[src/rtl/alu_issue_arbiter.sv]
// Round-robin issue arbiter sharing one multi-cycle ALU between two requesters.
// One op in flight; operands held for ALU_LAT cycles, result returned on valid/ready.
module alu_issue_arbiter #(
   parameter int ALU_LAT = 2
) (
   input  logic        clk,
   input  logic        rst_n,
   input  logic        req0_valid,
   output logic        req0_ready,
   input  logic [31:0] req0_a,
   input  logic [31:0] req0_b,
   input  logic [3:0]  req0_func,
   input  logic        req1_valid,
   output logic        req1_ready,
   input  logic [31:0] req1_a,
   input  logic [31:0] req1_b,
   input  logic [3:0]  req1_func,
   output logic        rsp0_valid,
   input  logic        rsp0_ready,
   output logic        rsp1_valid,
   input  logic        rsp1_ready,
   output logic [31:0] rsp_data,
   output logic        rsp_err,
   output logic [31:0] alu_a,
   output logic [31:0] alu_b,
   output logic [3:0]  alu_func,
   input  logic [31:0] alu_result,
   output logic        busy
);

   localparam int CW = (ALU_LAT > 1) ? $clog2(ALU_LAT) : 1;
   localparam logic [CW-1:0] CNT_INIT = CW'(ALU_LAT - 1);
   localparam logic [3:0] FUNC_MAX = 4'd8;

   typedef enum logic [1:0] {
      S_IDLE,
      S_EXEC,
      S_RESP
   } state_e;

   state_e        state_q, state_d;
   logic          last_grant_q, last_grant_d;
   logic [CW-1:0] cnt_q, cnt_d;
   logic [31:0]   alu_a_q, alu_a_d;
   logic [31:0]   alu_b_q, alu_b_d;
   logic [3:0]    alu_func_q, alu_func_d;
   logic [31:0]   rsp_data_q, rsp_data_d;
   logic          rsp_err_q, rsp_err_d;
   logic          owner_q, owner_d;

   logic          gnt0;
   logic          gnt1;
   logic          acc;
   logic [31:0]   acc_a;
   logic [31:0]   acc_b;
   logic [3:0]    acc_func;
   logic          rsp_hs;

   // Ties go to whichever requester was not granted last.
   always_comb begin
      gnt0 = 1'b0;
      gnt1 = 1'b0;
      if (state_q == S_IDLE) begin
         gnt0 = req0_valid & (~req1_valid | last_grant_q);
         gnt1 = req1_valid & (~req0_valid | ~last_grant_q);
      end
   end

   always_comb begin
      acc      = gnt0 | gnt1;
      acc_a    = gnt1 ? req1_a : req0_a;
      acc_b    = gnt1 ? req1_b : req0_b;
      acc_func = gnt1 ? req1_func : req0_func;
      rsp_hs   = owner_q ? rsp1_ready : rsp0_ready;
   end

   always_comb begin
      state_d      = state_q;
      last_grant_d = last_grant_q;
      cnt_d        = cnt_q;
      alu_a_d      = alu_a_q;
      alu_b_d      = alu_b_q;
      alu_func_d   = alu_func_q;
      rsp_data_d   = rsp_data_q;
      rsp_err_d    = rsp_err_q;
      owner_d      = owner_q;
      unique case (state_q)
         S_IDLE: begin
            if (acc) begin
               owner_d      = gnt1;
               last_grant_d = gnt1;
               if (acc_func <= FUNC_MAX) begin
                  alu_a_d    = acc_a;
                  alu_b_d    = acc_b;
                  alu_func_d = acc_func;
                  cnt_d      = CNT_INIT;
                  state_d    = S_EXEC;
               end else begin
                  // Illegal op never reaches the ALU.
                  rsp_data_d = 32'd0;
                  rsp_err_d  = 1'b1;
                  state_d    = S_RESP;
               end
            end
         end
         S_EXEC: begin
            if (cnt_q != '0) begin
               cnt_d = cnt_q - 1'b1;
            end else begin
               rsp_data_d = alu_result;
               rsp_err_d  = 1'b0;
               state_d    = S_RESP;
            end
         end
         S_RESP: begin
            if (rsp_hs) begin
               state_d = S_IDLE;
            end
         end
         default: begin
            state_d = S_IDLE;
         end
      endcase
   end

   always_ff @(posedge clk or negedge rst_n) begin
      if (!rst_n) begin
         state_q      <= S_IDLE;
         last_grant_q <= 1'b1;
         cnt_q        <= '0;
         alu_a_q      <= 32'd0;
         alu_b_q      <= 32'd0;
         alu_func_q   <= 4'd0;
         rsp_data_q   <= 32'd0;
         rsp_err_q    <= 1'b0;
         owner_q      <= 1'b0;
      end else begin
         state_q      <= state_d;
         last_grant_q <= last_grant_d;
         cnt_q        <= cnt_d;
         alu_a_q      <= alu_a_d;
         alu_b_q      <= alu_b_d;
         alu_func_q   <= alu_func_d;
         rsp_data_q   <= rsp_data_d;
         rsp_err_q    <= rsp_err_d;
         owner_q      <= owner_d;
      end
   end

   // Ready is forced low while reset is asserted, even in IDLE.
   always_comb begin
      req0_ready = gnt0 & rst_n;
      req1_ready = gnt1 & rst_n;
      rsp0_valid = (state_q == S_RESP) & ~owner_q;
      rsp1_valid = (state_q == S_RESP) & owner_q;
      rsp_data   = rsp_data_q;
      rsp_err    = rsp_err_q;
      alu_a      = alu_a_q;
      alu_b      = alu_b_q;
      alu_func   = alu_func_q;
      busy       = (state_q != S_IDLE);
   end

endmodule

[config.mk]
export PLATFORM = sky130hd
export DESIGN_NAME = alu_issue_arbiter
export DESIGN_NICKNAME = d
export VERILOG_FILES = /design/src/rtl/alu_issue_arbiter.sv
export SDC_FILE = /design/constraint.sdc
export NUM_CORES = 1
export LEC_CHECK = 0
export BUFFER_PORTS_ARGS = -buffer_cell sky130_fd_sc_hd__buf_2
export CAP_MARGIN = 25
export CORE_MARGIN = 8
export CORE_UTILIZATION = 40
export DETAILED_ROUTE_END_ITERATION = 6
export HOLD_SLACK_MARGIN = 0.1
export PLACE_DENSITY = 0.77
export SLEW_MARGIN = 20
export SYNTH_ARGS = -nofsm -noshare
export SYNTH_HDL_FRONTEND = slang
export SYNTH_SLANG_ARGS = --single-unit
[constraint.sdc]
create_clock -name clk -period 2.2 [get_ports clk]
set_input_delay 0.11 -clock clk [delete_from_list [all_inputs] [get_ports clk]]
set_output_delay 0.11 -clock clk [all_outputs]
set_load 0.01 [all_outputs]
After elaboration in Yosys (flattened, before gate mapping):

Index checks and enable logic that the tools add are counted.

* register bits after elaboration: 106
* logic and storage cells: 62
* output and inout port bits: 106

* reduce and logical (&&, ||, !) cells: 8
* bitwise gates (word level): 13
* $add $sub $neg: 1
* mux-type cells: 23
* eq/ne operators: 7
* order comparisons: 1

Operators with widths (number)
* two-way mux 32 bit: 5
* one-hot mux 32 bit (2 select lines): 1
* two-way mux 1 bit: 9
* AND reduction 3 bit: 3
* two-way mux 2 bit: 4
* inequality test 2 bit, second input constant: 4
* AND 1 bit: 6
* one-hot mux 2 bit (3 select lines): 1
* <= comparator 4 bit, second input constant: 1
* two-way mux 4 bit: 1
* inverter 1 bit: 4
* one-hot mux 1 bit (2 select lines): 2
* AND reduction 4 bit: 1
* nonzero test 2 bit: 2
* bitwise OR 1 bit: 3
* equality test 2 x 1 -> 1 bit, second input constant: 1
* equality test 2 bit, second input constant: 1
* zero test 2 bit: 1
* inequality test 2 x 1 -> 1 bit, second input constant: 1
* AND reduction 2 bit: 1
* subtractor 1 bit, second input constant: 1

Logic depth before layout (Yosys ltp):

Gate-level depths: netlist of the first run.

* depth after elaboration: 9
* mapped depth: 6

Worst setup path before layout of the first run:

OpenSTA, ideal clock, no wires.

* path type: flip-flop to flip-flop
* start: register state_q[0]
* end: register alu_a_q[23] (netlist: alu_a[23])
* cell stages (with the launch flop): 7
* library setup time: 0.125 ns
* buffers on the path: 2
* setup slack: 0.096 ns
* arrival: 1.979 ns
* data required time: 2.075 ns
* path through: dfrtp_1 -> or3b_1 -> o211a_1 -> nor3_4 -> buf_6 -> buf_6 -> mux2_2

* word-level cells in the longest chain between the ends: 5
* elaborated cells between the ends (all ways): 8

Ends and longest elaborated chain
* start, declared: line 41 `state_e state_q, state_d;`
* start signal, assigned: line 138 `state_q <= state_d;`
* zero test 2 bit *: line 63, 87
* two-way mux 1 bit: line 63 `if (state_q == S_IDLE) begin`
* two-way mux 4 bit: line 73 `acc_func = gnt1 ? req1_func : req0_func;`
* <= comparator 4 bit: line 92 `if (acc_func <= FUNC_MAX) begin`
* AND reduction 3 bit (no line)
* end signal, assigned: line 141 `alu_a_q <= alu_a_d;`
* end, declared: line 44 `logic [31:0] alu_a_q, alu_a_d;`

Every way passes the cells marked *; elsewhere a longest branch is shown, timed or not.
A chain may end at the register's enable or synchronous reset.

Final worst setup path of the first run:

* start: register state_q[1]
* end: register alu_b_q[24] (netlist: alu_b[24])

* word-level cells in the longest chain between the ends: 5
* elaborated cells between the ends (all ways): 8

Ends and longest elaborated chain
* zero test 2 bit *: line 63, 87
* two-way mux 1 bit: line 63
* two-way mux 4 bit: line 73
* <= comparator 4 bit: line 92
* AND reduction 3 bit (no line)
* end signal, assigned: line 142 `alu_b_q <= alu_b_d;`
* end, declared: line 45 `logic [31:0] alu_b_q, alu_b_d;`

Marks and branches as above.

==> metrics.md, run 1 <==
| Metric | Value |
|---|---|
| Worst Setup Start Kind | flip-flop |
| Reg2Reg Setup Slack | 0.06 ns |
| Final Hold Viols | 0 |
| Power Density | 1230 nW/µm² |
| Critical path class | flip-flop to flip-flop |
| CTS sink count | 106 |
| Syn. warnings | 0 |
| Worst-Skew Late Latency | 0.34 ns |
| Mean Syn Cell Area | 14.4 µm² |
| CTS Buffer Depth | 2 |
| Pleak | 3.61 nW |
| Setup-failing EPs final | 0 |
| Fmax | 0.468 GHz |
| Clk slew on worst S/H paths | 0.07 ns |
| Number of global-route vias before repair | 4,557 |
| HPWL after detailed placement | 10,900 µm |
| Layout area overhead | 47.9% |
| Die Y | 126 µm |
| Placed Area | 6420 µm² |
| Min cycle time layout | 2.14 ns |
| Die area | 15,800 µm² |
| PnR Total Power | 8.79 mW |
| Vias per cell | 5.01 |
| DRC viols | 0 |
| Rel. slew slack | 62.6% |
| CTS tree | done |
| Num CTS Buffers | 9 |
| Synth Register Bits | 106 |
| Total grt overflow | 0 |
| Buf+Inv Stages, Crit Path | 2 |
| Post-layout nets | 828 |
| Final Max Slew Viols | 0 |
| Crit share post-route | 97.1% |
| Core ar. | 11,900 µm² |
| Initial antenna violation count | 1 |
| Post-route cell area | 7140 µm² |
| Max H-tree Level | 3 |
| CP Cell Sequence | or3b_1 -> o211a_1 -> nor3_4 -> buf_12 -> clkbuf_16 -> mux2_2 |
| # rows | 40 |
| Initial Util | 40.5% |
| CP top delay family | simple AND/OR/NAND/NOR gates |
| VDD IR max | 685 µV |
| CTS root buf | clkbuf_16 |
| Status | finished clean |
| Worst-margin pin slew | 0.555 ns |
| Mapped Area | 4830 µm² |
| Synth cell types | 31 |
| Placer Congestion | 0.805 |
| Post-Syn Nets | 510 |
| Share of layout cells above drive strength 1 | 67.8% |
| Mapped Cells | 336 |
| Required @ worst endpoint | 2.42 ns |
| Clk_skew | 0.00879 ns |
| Drt initial violations | 170 |
| PortBufs | 279 |
| Sequential cell area fraction in the yosys report | 55.0% |
| Max FO, Critical Path | 15 |
| Drt total wl | 14,900 µm |
| Wire per inst | 18.5 µm |
| Hold WC Path Type | input pin to flip-flop |
| Worst path slowest cell | dfrtp_2 |
| MaxCap Viol Count | 0 |
| First-pass GRT wire length | 23,200 µm |
| Crit. End Element | flip-flop |
| Post-DRT Antenna Nets | 0 |
| Worst endpoint data arrival time | 2.35 ns |
| DRT Pass-1 Iters | 6 |
| Max stage delay on crit path | 0.44 ns |
| I/O Pins | 280 |
| Pin count of the biggest net entering global routing | 70 |
| Die width | 126 µm |
| Gr usage total | 17.9% |
| Vias | 4,043 |
==> routing by layer <==
| metal | track usage [%] | wire, µm | vias to the layer above |
|---|---|---|---|
| li1 | - | - | 1874 |
| met1 | 19.0 | 5720 | 1957 |
| met2 | 31.3 | 7440 | 193 |
| met3 | 7.59 | 1510 | 19 |
| met4 | 6.51 | 263 | 0 |
| met5 | 0 | 0 | - |
==> where the power goes <==
group	leakage, nW	internal [mW]	switching (mW)
Clock	0.135	0.786	0.723
Sequential	1.30	2.78	0.432
Combinational	2.18	2.16	1.91
==> logic make-up after synthesis <==
group	after synthesis	synth area share [%]
buf+inv	26	2.90
simple gates	27	3.21
mux	135	31.5
flops	106	55.0
compound gates	42	7.44
==> layout by cell type (no fill, tap or decap), types with 2 or more instances in the layout <==
cell type / n
mux2_1: 3
inv_6: 3
or3_1: 2
buf_2: 278
a22o_1: 32
dlygate4sd3_1: 34
buf_4: 8
and2_1: 2
nand2_1: 4
nor3_1: 3
a21oi_1: 2
inv_1: 6
nor2_1: 6
clkinvlp_4: 2
dfrtp_1: 104
nor3b_1: 2
buf_12: 3
clkbuf_16: 11
mux2_2: 132
==> state kept, by name, summed over array words and instances (netlist names) <==
signal	cells
state_q	2
last_grant_q	1
owner_q	1
alu_func	4
rsp_err	1
alu_b	32
cnt_q	1
rsp_data	32
alu_a	32
==> tightest hold or removal path, cell delays in order <==
cell and delay (ns):
buf_2 0.10, inv_1 0.04, a221oi_1 0.07, nor2_1 0.09
==> path summary, 6_finish.rpt <==
path,start,endpoint,depth (start not counted)
min reg2reg,last_grant_q,last_grant_q,2
min,rsp0_ready,state_q[1],4
max,state_q[1],alu_b[24],6
max reg2reg,state_q[1],alu_b[24],6
max in group asynchronous,rst_n,alu_b[30],3
min in group asynchronous,rst_n,alu_a[30],2
==> Yosys cell counts (all sizes together) <==
cell	instances	area, µm²
and2	2	12.5
a221oi	1	8.76
dfstp	1	26.3
nor3b	2	15.0
clkbuf	8	30.0
and3	1	6.26
a21oi	2	10.0
buf	12	87.6
a21o	1	7.51
o21ai	1	5.00
inv	6	22.5
nand2	5	18.8
and4	1	8.76
o32a	1	10.0
nor2	7	26.3
or3	2	12.5
o21bai	1	7.51
nor3	4	31.3
o31ai	1	12.5
a22o	32	280
o211a	1	10.0
nand2b	1	6.26
or3b	1	8.76
dfrtp	105	2630
and3b	1	8.76
mux2	135	1520
a211oi	1	7.51
==> area by class of cell <==
| class | instances | area [µm²] |
|---|---|---|
| timing repair buffer | 327 | 1940 |
| antenna | 1 | 2.50 |
| inverter | 6 | 22.5 |
| tap | 147 | 184 |
| clock buffer | 9 | 225 |
| fill | 947 | 4770 |
| clock inverter | 7 | 57.6 |
| multi-input combinational | 204 | 2050 |
| sequential | 106 | 2660 |
==> per-stage QoR <==
stage | util, % | hold WS (ns) | setup TNS, ns | instances | setup slack [ns]
after floorplan | - | -0.186 | 0 | 336 | 0.0960
after global placement | 53.9 | 0.0150 | 0 | 752 | 0.0790
after detailed placement | 53.9 | 0.0170 | 0 | 752 | 0.0214
after CTS | 59.1 | 0.107 | 0 | 802 | 0.00657
after global routing | 59.9 | 0.120 | -0.0405 | 807 | -0.0103
final | 59.9 | 0.111 | 0 | 807 | 0.0637
==> repair_timing <==
item | 4_1_cts | 5_1_grt
hold buffers | 34 | 0
hold endpoints to repair | 53 | 0
resized for setup | 0 | 7
buffers inserted | 0 | 1
endpoints found under the setup margin | 0 | 60
Power figures use the tool's default switching activity.
==> run 2: changes to the inputs <==
- CORE_MARGIN: 8 -> default
==> metrics.md, run 2 (same netlist as run 1, synthesis figures left out) <==
| Metric | Value |
|---|---|
| Switch Pwr | 3.01 mW |
| Post-layout nets | 829 |
| Initial Util | 41.6% |
| Pin count of the biggest net entering global routing | 58 |
| Max FO, Critical Path | 12 |
| Gr usage total | 21.7% |
| PnR Total Power | 8.84 mW |
| Setup-failing EPs final | 0 |
| Setup TNS | 0 ns |
| Die Y | 112 µm |
| Min cycle time layout | 2.12 ns |
| Vias | 4,019 |
| Clk_skew | 0.00636 ns |
| MaxCap Viol Count | 0 |
| Finished Layout Cells | 803 |
| Wire per inst | 16.9 µm |
| Placer Congestion | 0.768 |
| Combinational share of power | 45.3% |
| VDD IR max | 595 µV |
| CTS Buffer Depth | 2 |
| CP Cell Sequence | buf_4 -> nor3b_1 -> buf_4 -> and4_1 -> nor3_4 -> buf_12 -> buf_4 -> mux2_1 |
| Final Max Slew Viols | 0 |
| CTS sink count | 106 |
| Failing checks | DRC |
| Final worst setup slack | 0.0843 ns |
| Sequential power share | 36.2% |
| Worst-Skew Late Latency | 0.34 ns |
| Power Density | 1240 nW/µm² |
| P_int | 5.82 mW |
| Worst Setup Start Kind | flip-flop |
| Sw Ratio | 34.1% |
| Die area | 12,500 µm² |
| Rel. slew slack | 53.1% |
| Fmax | 0.473 GHz |
| First-pass GRT wire length | 21,300 µm |
| I/O Pins | 280 |
| Worst endpoint data arrival time | 2.34 ns |
| Placed Area | 6450 µm² |
| Status | complete, but fails checks |
| Most frequent cells in the layout | buf_2, mux2_2, dfrtp_1, dlygate4sd3_1, a22o_1 |
| Max H-tree Level | 3 |
| Initial antenna violation count | 2 |
| Most common cell after layout, fill and taps aside | buf_2 |
| Vias per cell | 5.00 |
| Pleak | 3.64 nW |
| Share of layout cells above drive strength 1 | 67.7% |
| Post-route cell area | 7150 µm² |
| Filler cells | 888 |
| Clk slew on worst S/H paths | 0.07 ns |
| Number of global-route vias before repair | 4,313 |
| Layout area overhead | 48.1% |
| Crit share post-route | 96.2% |
| Core ar. | 11,600 µm² |
| Worst slack, placed | 0.0789 ns |
| CTS tree | done |
| Hold WC Path Type | input pin to flip-flop |
| DRC viols | 21 |
| Clk network pwr share | 18.5% |
| Post-DRT Antenna Nets | 0 |
| Cells after DPL | 750 |
| Drt total wl | 13,500 µm |
| Max stage delay on crit path | 0.37 ns |
| Worst-margin pin slew | 0.703 ns |
| Total grt overflow | 0 |
| Critical path class | flip-flop to flip-flop |
| CTS root buf | clkbuf_16 |
| Required @ worst endpoint | 2.42 ns |
| Worst path slowest cell | dfrtp_1 |
| Num CTS Buffers | 9 |
| Drt initial violations | 155 |
| Crit. End Element | flip-flop |
| # rows | 39 |
| DRT Pass-1 Iters | 6 |
| PortBufs | 279 |
| Final Hold Viols | 0 |
| HPWL after detailed placement | 9550 µm |
| Die width | 112 µm |
| Antenna cells | 0 |
| Most used cell, CP | buf_4 |
-- run 2: cell types whose count changed in the layout (fill, tap and decap cells not counted), sizes merged --
| cell | previous run | this run |
|---|---|---|
| clkbuf | 11 | 10 |
| clkinvlp | 2 | 0 |
| buf | 291 | 293 |
| inv | 10 | 9 |
| clkinv | 1 | 3 |
| bufinv | 0 | 1 |
| diode | 1 | 0 |
-- run 2: cell type report --
| type | count | area [µm²] | share of cell area (%) |
|---|---|---|---|
| tap | 143 | 179 | 2.50 |
| timing repair buffer | 328 | 1940 | 27.1 |
| multi-input combinational | 204 | 2050 | 28.7 |
| clock buffer | 9 | 225 | 3.15 |
| sequential | 106 | 2650 | 37.1 |
| clock inverter | 7 | 82.6 | 1.15 |
| inverter | 6 | 22.5 | 0.315 |
-- run 2: worst paths after layout --
| kind | start | cells after the start | slack (ns) | to |
|---|---|---|---|---|
| max in group asynchronous | rst_n | 3 | 1.26 | alu_b[7] |
| hold reg to reg | last_grant_q | 2 | 0.48 | last_grant_q |
| setup reg to reg | state_q[0] | 8 | 0.08 | alu_a[29] |
| min in group asynchronous | rst_n | 3 | 0.43 | alu_func[0] |
| hold / removal | rsp1_ready | 4 | 0.12 | state_q[1] |
| setup / recovery | state_q[0] | 8 | 0.08 | alu_a[29] |
-- run 2: timing repair --
action | in CTS | in global routing
setup endpoints to repair | 0 | 37
hold buffers | 34 | 0
setup buffers | 0 | 1
hold endpoints to repair | 138 | 0
gates resized for setup | 0 | 4
-- run 2: worst max-delay path, delay by kind of cell (launching register included) --
| family | cells | cell delay, ns |
|---|---|---|
| flip-flops | 1 | 0.37 |
| AND/OR/NAND/NOR | 3 | 0.62 |
| multiplexers | 1 | 0.33 |
| buffers and inverters | 4 | 0.68 |
-- run 2: power by group through the flow --
stage / clock network, mW / logic, mW / registers (mW)
global route: 1.76 / 4.32 / 3.31
global placement: 0 / 3.74 / 3.21
CTS: 1.69 / 3.91 / 3.21
detailed placement: 0 / 3.87 / 3.23
finish: 1.63 / 4.00 / 3.20
floorplan: 0 / 1.99 / 3.58
-- run 2: per-stage QoR --
step	hold WS, ns	util (%)
2_1_floorplan	-0.186	-
3_5_place_dp	0.287	55.5
5_1_grt	0.122	61.6
6_report	0.122	61.6
4_1_cts	0.103	61.1
3_3_place_gp	0.274	55.5
-- run 2: routing by layer --
layer	GRT usage [%]	vias to the layer above	part of all wire (%)
li1	-	1876	-
met1	24.1	1934	38
met2	40.0	192	52
met3	6.10	15	8.6
met4	6.94	2	1.4
met5	0	-	0.096
